`src/rtl/iommu_xlate_ctrl.sv`:
```
// Translation controller between a DMA master, the iommu_ioatc cache and a page-table walker.
// One translation in flight; cache flush after reset and on invalidate-all requests.
//
//   state      | meaning
//   INIT_FLUSH | post-reset cache flush, requests blocked
//   IDLE       | waiting for a request or an invalidate
//   LOOKUP     | cache lookup issued, waiting for atc_done
//   WALK       | miss, waiting for the page-table walker
//   UPDATE     | writing the walker result into the cache
//   RESP       | one-cycle response pulse
//   FLUSH      | invalidate-all flush, ends with inv_done
module iommu_xlate_ctrl #(
    parameter int unsigned TIMEOUT_CYCLES = 1023
) (
    input  logic        clk,
    input  logic        rst,
    input  logic        req_valid,
    input  logic [63:0] req_iova,
    output logic        req_ready,
    output logic        resp_valid,
    output logic [63:0] resp_pa,
    output logic        resp_fault,
    output logic [63:0] atc_iova,
    output logic        atc_iova_ready,
    input  logic [63:0] atc_pa,
    input  logic        atc_done,
    input  logic        atc_hit,
    output logic [63:0] atc_new_iova,
    output logic [63:0] atc_new_pa,
    output logic        atc_update_ready,
    input  logic        atc_update_done,
    output logic        atc_flush,
    input  logic        atc_flush_done,
    output logic        ptw_req,
    output logic [63:0] ptw_iova,
    input  logic        ptw_done,
    input  logic [63:0] ptw_pa,
    input  logic        ptw_fault,
    input  logic        inv_req,
    output logic        inv_done,
    output logic        err_timeout,
    output logic [31:0] hit_cnt,
    output logic [31:0] miss_cnt
);
    localparam logic [2:0] S_INIT_FLUSH = 3'd0;
    localparam logic [2:0] S_IDLE       = 3'd1;
    localparam logic [2:0] S_LOOKUP     = 3'd2;
    localparam logic [2:0] S_WALK       = 3'd3;
    localparam logic [2:0] S_UPDATE     = 3'd4;
    localparam logic [2:0] S_RESP       = 3'd5;
    localparam logic [2:0] S_FLUSH      = 3'd6;

    localparam int CW = $clog2(TIMEOUT_CYCLES + 1);
    localparam logic [CW-1:0] TO_LOAD = CW'(TIMEOUT_CYCLES);

    logic [2:0]    state;
    logic [63:0]   iova_q;
    logic [63:0]   fill_pa_q;
    logic [CW-1:0] wait_cnt;
    logic          init_start;
    logic          timed_out;
    logic          accept;

    function automatic logic [31:0] sat_inc(input logic [31:0] v);
        return (v == 32'hFFFF_FFFF) ? v : v + 32'd1;
    endfunction

    assign timed_out    = (wait_cnt == '0);
    // inv_done gating keeps a still-high inv_req from re-triggering a flush in the done cycle
    assign req_ready    = (state == S_IDLE) && !inv_req && !inv_done;
    assign accept       = req_valid && req_ready;
    assign atc_iova     = (state == S_LOOKUP || state == S_UPDATE) ? iova_q : '0;
    assign ptw_req      = (state == S_WALK);
    assign ptw_iova     = ptw_req ? iova_q : '0;
    assign atc_new_iova = (state == S_UPDATE) ? iova_q : '0;
    assign atc_new_pa   = (state == S_UPDATE) ? fill_pa_q : '0;

    always_ff @(posedge clk or posedge rst) begin
        if (rst) begin
            state            <= S_INIT_FLUSH;
            init_start       <= 1'b1;
            iova_q           <= '0;
            fill_pa_q        <= '0;
            wait_cnt         <= TO_LOAD;
            resp_valid       <= 1'b0;
            resp_pa          <= '0;
            resp_fault       <= 1'b0;
            atc_iova_ready   <= 1'b0;
            atc_update_ready <= 1'b0;
            atc_flush        <= 1'b0;
            inv_done         <= 1'b0;
            err_timeout      <= 1'b0;
            hit_cnt          <= '0;
            miss_cnt         <= '0;
        end else begin
            resp_valid       <= 1'b0;
            atc_iova_ready   <= 1'b0;
            atc_update_ready <= 1'b0;
            atc_flush        <= 1'b0;
            inv_done         <= 1'b0;
            if (!timed_out) wait_cnt <= wait_cnt - 1'b1;

            case (state)
                S_INIT_FLUSH: begin
                    if (init_start) begin
                        atc_flush  <= 1'b1;
                        init_start <= 1'b0;
                        wait_cnt   <= TO_LOAD;
                    end else if (atc_flush_done) begin
                        state <= S_IDLE;
                    end else if (timed_out) begin
                        err_timeout <= 1'b1;
                        state       <= S_IDLE;
                    end
                end
                S_IDLE: begin
                    if (inv_req && !inv_done) begin
                        state     <= S_FLUSH;
                        atc_flush <= 1'b1;
                        wait_cnt  <= TO_LOAD;
                    end else if (accept) begin
                        iova_q <= req_iova;
                        if (req_iova[63:39] != '0) begin
                            state      <= S_RESP;
                            resp_valid <= 1'b1;
                            resp_pa    <= '0;
                            resp_fault <= 1'b1;
                        end else begin
                            state          <= S_LOOKUP;
                            atc_iova_ready <= 1'b1;
                            wait_cnt       <= TO_LOAD;
                        end
                    end
                end
                S_LOOKUP: begin
                    if (atc_done) begin
                        if (atc_hit) begin
                            hit_cnt    <= sat_inc(hit_cnt);
                            state      <= S_RESP;
                            resp_valid <= 1'b1;
                            resp_pa    <= atc_pa;
                            resp_fault <= 1'b0;
                        end else begin
                            miss_cnt <= sat_inc(miss_cnt);
                            state    <= S_WALK;
                        end
                    end else if (timed_out) begin
                        err_timeout <= 1'b1;
                        state       <= S_RESP;
                        resp_valid  <= 1'b1;
                        resp_pa     <= '0;
                        resp_fault  <= 1'b1;
                    end
                end
                S_WALK: begin
                    if (ptw_done) begin
                        if (ptw_fault || ptw_pa[63:56] != '0) begin
                            state      <= S_RESP;
                            resp_valid <= 1'b1;
                            resp_pa    <= '0;
                            resp_fault <= 1'b1;
                        end else begin
                            fill_pa_q        <= ptw_pa;
                            state            <= S_UPDATE;
                            atc_update_ready <= 1'b1;
                            wait_cnt         <= TO_LOAD;
                        end
                    end
                end
                S_UPDATE: begin
                    if (atc_update_done) begin
                        state      <= S_RESP;
                        resp_valid <= 1'b1;
                        resp_pa    <= {fill_pa_q[63:12], iova_q[11:0]};
                        resp_fault <= 1'b0;
                    end else if (timed_out) begin
                        err_timeout <= 1'b1;
                        state       <= S_RESP;
                        resp_valid  <= 1'b1;
                        resp_pa     <= '0;
                        resp_fault  <= 1'b1;
                    end
                end
                S_RESP: begin
                    state <= S_IDLE;
                end
                S_FLUSH: begin
                    if (atc_flush_done) begin
                        inv_done <= 1'b1;
                        state    <= S_IDLE;
                    end else if (timed_out) begin
                        err_timeout <= 1'b1;
                        inv_done    <= 1'b1;
                        state       <= S_IDLE;
                    end
                end
                default: begin
                    state <= S_INIT_FLUSH;
                end
            endcase
        end
    end

endmodule

```
`config.mk`:
```
export PLATFORM = sky130hd
export DESIGN_NAME = iommu_xlate_ctrl
export DESIGN_NICKNAME = d
export VERILOG_FILES = /design/src/rtl/iommu_xlate_ctrl.sv
export SDC_FILE = /design/constraint.sdc
export NUM_CORES = 1
export LEC_CHECK = 0
export BUFFER_PORTS_ARGS = -buffer_cell sky130_fd_sc_hd__buf_2
export CORE_AREA = 2 2 230 232
export CTS_CLUSTER_DIAMETER = 200
export DETAILED_ROUTE_END_ITERATION = 8
export DIE_AREA = 0 0 232 234
export PLACE_DENSITY = 0.58
export SETUP_SLACK_MARGIN = 0.05
export SYNTH_ARGS = -nofsm -noshare
export SYNTH_HDL_FRONTEND = slang
export SYNTH_SLANG_ARGS = --single-unit
```
`constraint.sdc`:
```
create_clock -name clk -period 12 [get_ports clk]
set_clock_uncertainty 0.2 [all_clocks]
set_input_delay 1.8 -clock clk [delete_from_list [all_inputs] [get_ports clk]]
set_output_delay 1.8 -clock clk [all_outputs]
set_load 0.005 [all_outputs]
```
==> metrics.cfg <==
[status]
status=completed

[placement]
gp_congestion=0.918
numPortBuffers=594
dpl.hpwl_um=36000

[setup_path]
critical_path_class=register to output port
path_max_fanout=80
r2r_slack_ps=7790
crit_buf_inv=3
worst_setup_path_start_kind=register
path_common_cell=buf_4
path_cells=nor2_4 -> buf_4 -> buf_4 -> and3_1 -> buf_2
cp.arrival_ps=3060
worstPathRequired_ps=10000
worstSetupEndpointType=output port
r2r_start=state[2]
r2r_end=wait_cnt[5]
worstRegToRegCells=7
cpPeakStageDelay_ps=650
crit_slowest_cell=buf_4
cp_top_family=buffers and inverters

[clocking]
cts_tree=yes
cts.hold.buffers_added=0
numCtsBuffers=35
path_clk_slew_ps=60
clk_latency_ps=530
clockRootBuffer=clkbuf_16
htree_levels=2
cts_buffer_depth=3
clock-sinks=277
postCtsSetupBuffers=0
cts_resized=0

[global_route]
antenna_found_initial=6
grt_use_met3_pct=4.83
grtUsageMet1_pct=22.2
grt_pass1_wl_um=74000
grt_max_degree=87
grt_usage_pct=17.5
grt_pass1_vias=12181
gr-total-overflow=0
busiest_layer=met2
grt_use_met2_pct=29.0

[final_layout]
seq_area_um2=6950
area_growth_pct=34.2
multi_input_area_um2=6210
utilization_pct=35.1
drive_gt1_share_pct=39.9
nets=2093
fillerInstances=5362

[die]
fp.coreArea_um2=52000
start_util_pct=26.1
dieWidth_um=232
dieArea_um2=54300
rows=84
io_pins=595
die_y_um=234

[timing]
tns_ps=0
period_minus_slack_ps=5060
drv_slew=0
slew_headroom_pct=20.1
fmax_ghz=0.198
finalHoldViolations=0
setup_violations=0
fin_crit_sh_pct=42.2
rsz0062_at_grt=no
worst_pin_slew_ps=1190

[power]
powerDensity_nw_per_um2=190
power.leakage_uw=0.0100
comb_power_share_pct=30.5
internal-power_uw=2220
p_sw_share_pct=36.1
max-vdd-ir-drop_mv=0.114
p_clk_share_pct=29.2
p_seq_share_pct=40.2
power_switching_uw=1250

[drt]
first_iter_violations=593
via_per_inst=4.82
drc=0
vias=12509
drt_first_pass_iters=4
wl_per_cell_um=19.2
routed_wl_um=49900
final_antenna_net_count=0

[hold_path]
min_path_type=register to register
hold_depth=2
whs_endpoint=fill_pa_q[6]
min_from=fill_pa_q[6]

[logic_synthesis]
syn_inst=1340
ys_ff_latch=277
synthesis.area_um2=13600
synth_cell_type_count=62
ys_async_sr_fraction_pct=100
synth_seq_area_share_pct=51.1
synth-edff-count=0
synth_ff_type=dfrtp_1
yosysWarnings=0
syn_nets=1546
avgSynthCellArea_um2=10.1

[job]
maxCapViolCount=0

## worst register-to-register path: cells and delay by family, from the launching register on
kind                   cells  cell delay, ps
AND/OR/NAND/NOR            5            2260
buffers and inverters      2             770
flip-flops                 1             850
## layout make-up
class	count	area share, %
Clock buffer	52	5.53
Clock inverter	6	0.363
Multi-Input combinational cell	948	34.0
Inverter	17	0.391
Antenna cell	1	0.0137
Sequential cell	277	38.1
Tap cell	688	4.72
Timing Repair Buffer	608	16.9
## worst max-delay path by stage
stage | start | endpoint | slack [ps] | depth (start not counted)
after floorplan | rst | atc_flush | 2380 | 1
after global placement | req_iova[44] | resp_pa[28] | 6780 | 9
after detailed placement | req_iova[44] | resp_pa[25] | 6780 | 9
after CTS | state[1] | atc_new_pa[17] | 6980 | 5
after global routing | state[1] | atc_new_pa[17] | 6810 | 5
final | state[1] | atc_new_pa[17] | 6940 | 5
## sequential cells by signal, summed over array words and instances (netlist names)
register / count
resp_pa: 64
resp_fault: 1
atc_update_ready: 1
miss_cnt: 32
inv_done: 1
atc_flush: 1
state: 3
err_timeout: 1
fill_pa_q: 64
atc_iova_ready: 1
wait_cnt: 10
init_start: 1
iova_q: 64
resp_valid: 1
hit_cnt: 32
## cell families (layout without fill, tap and decap cells)
kind of cell,Yosys count,in the layout,share of synthesized area [%]
flops,277,277,51.1
mux,68,68,5.61
compound gates,164,164,9.56
other cells,0,1,0
simple gates,645,645,25.5
fa+ha+maj,4,4,0.368
xor+xnor,67,67,4.32
buf+inv,115,683,3.55
## placed cells by master (no fill, tap or decap), types with 3 or more instances in the layout
cell type,count
buf_2,594
dfrtp_1,265
nand2_1,217
and2_1,142
and3_1,142
mux2_2,66
a22oi_1,64
o2bb2ai_1,64
xnor2_1,45
clkbuf_16,35
nand3_1,28
nor2_1,26
xor2_1,22
nand4_1,20
nor3_1,15
inv_1,15
buf_4,14
nor4_1,11
dfstp_2,11
clkbuf_1,10
o21ai_0,8
clkbuf_8,7
and4_1,6
nand2b_1,5
a21oi_1,5
nor2b_1,4
or3_1,4
ha_1,4
or2_2,3
clkinvlp_4,3
## cell usage after synthesis, types with 3 or more instances
library cell	count	share of area [%]
o2bb2ai_1	64	4.1
nor2b_1	4	0.18
and2_1	142	6.5
a21oi_1	6	0.22
and3_1	143	6.6
nor4_1	11	0.51
nand2b_1	5	0.23
or2_2	3	0.14
nor2_1	27	0.75
nor3_1	15	0.55
nand3_1	29	1.1
buf_1	9	0.25
mux2_2	66	5.5
nand2_1	218	6.0
or3_1	5	0.23
buf_6	6	0.50
inv_1	17	0.47
o21ai_0	8	0.29
ha_1	4	0.37
xnor2_1	45	2.9
nand4_1	20	0.92
clkbuf_1	80	2.2
and4_1	6	0.39
dfrtp_1	266	49
xor2_1	22	1.4
a22oi_1	64	3.5
dfstp_2	11	2.1
## stage by stage
stage | cells | instance area (µm²) | power, µW | hold WS, ps | worst slack (ps)
floorplan | 1340 | 13600 | 1930 | 237 | 2380
global placement | 2538 | 17200 | 2460 | 254 | 6780
detailed placement | 2538 | 17200 | 2480 | 257 | 6780
CTS | 2596 | 18200 | 3520 | 271 | 6980
global route | 2597 | 18200 | 3660 | 292 | 6810
finish | 2597 | 18200 | 3470 | 267 | 6940
## per-layer routing
layer  vias up  routed length (µm)  part of all wire, %
met2       513               23800                   48
met5         -                  44                0.088
li1       5752                   -                    -
met4         6                1340                  2.7
met3        77                3550                  7.1
met1      6161               21200                   42
## power by group through the flow
stage	sequential, µW	combinational [µW]	clock [µW]
floorplan	1280	651	0
detailed placement	1400	1070	0
finish	1400	1060	1010
global route	1420	1150	1090
CTS	1390	1070	1050
global placement	1400	1060	0
(Power assumes the default switching activity.)
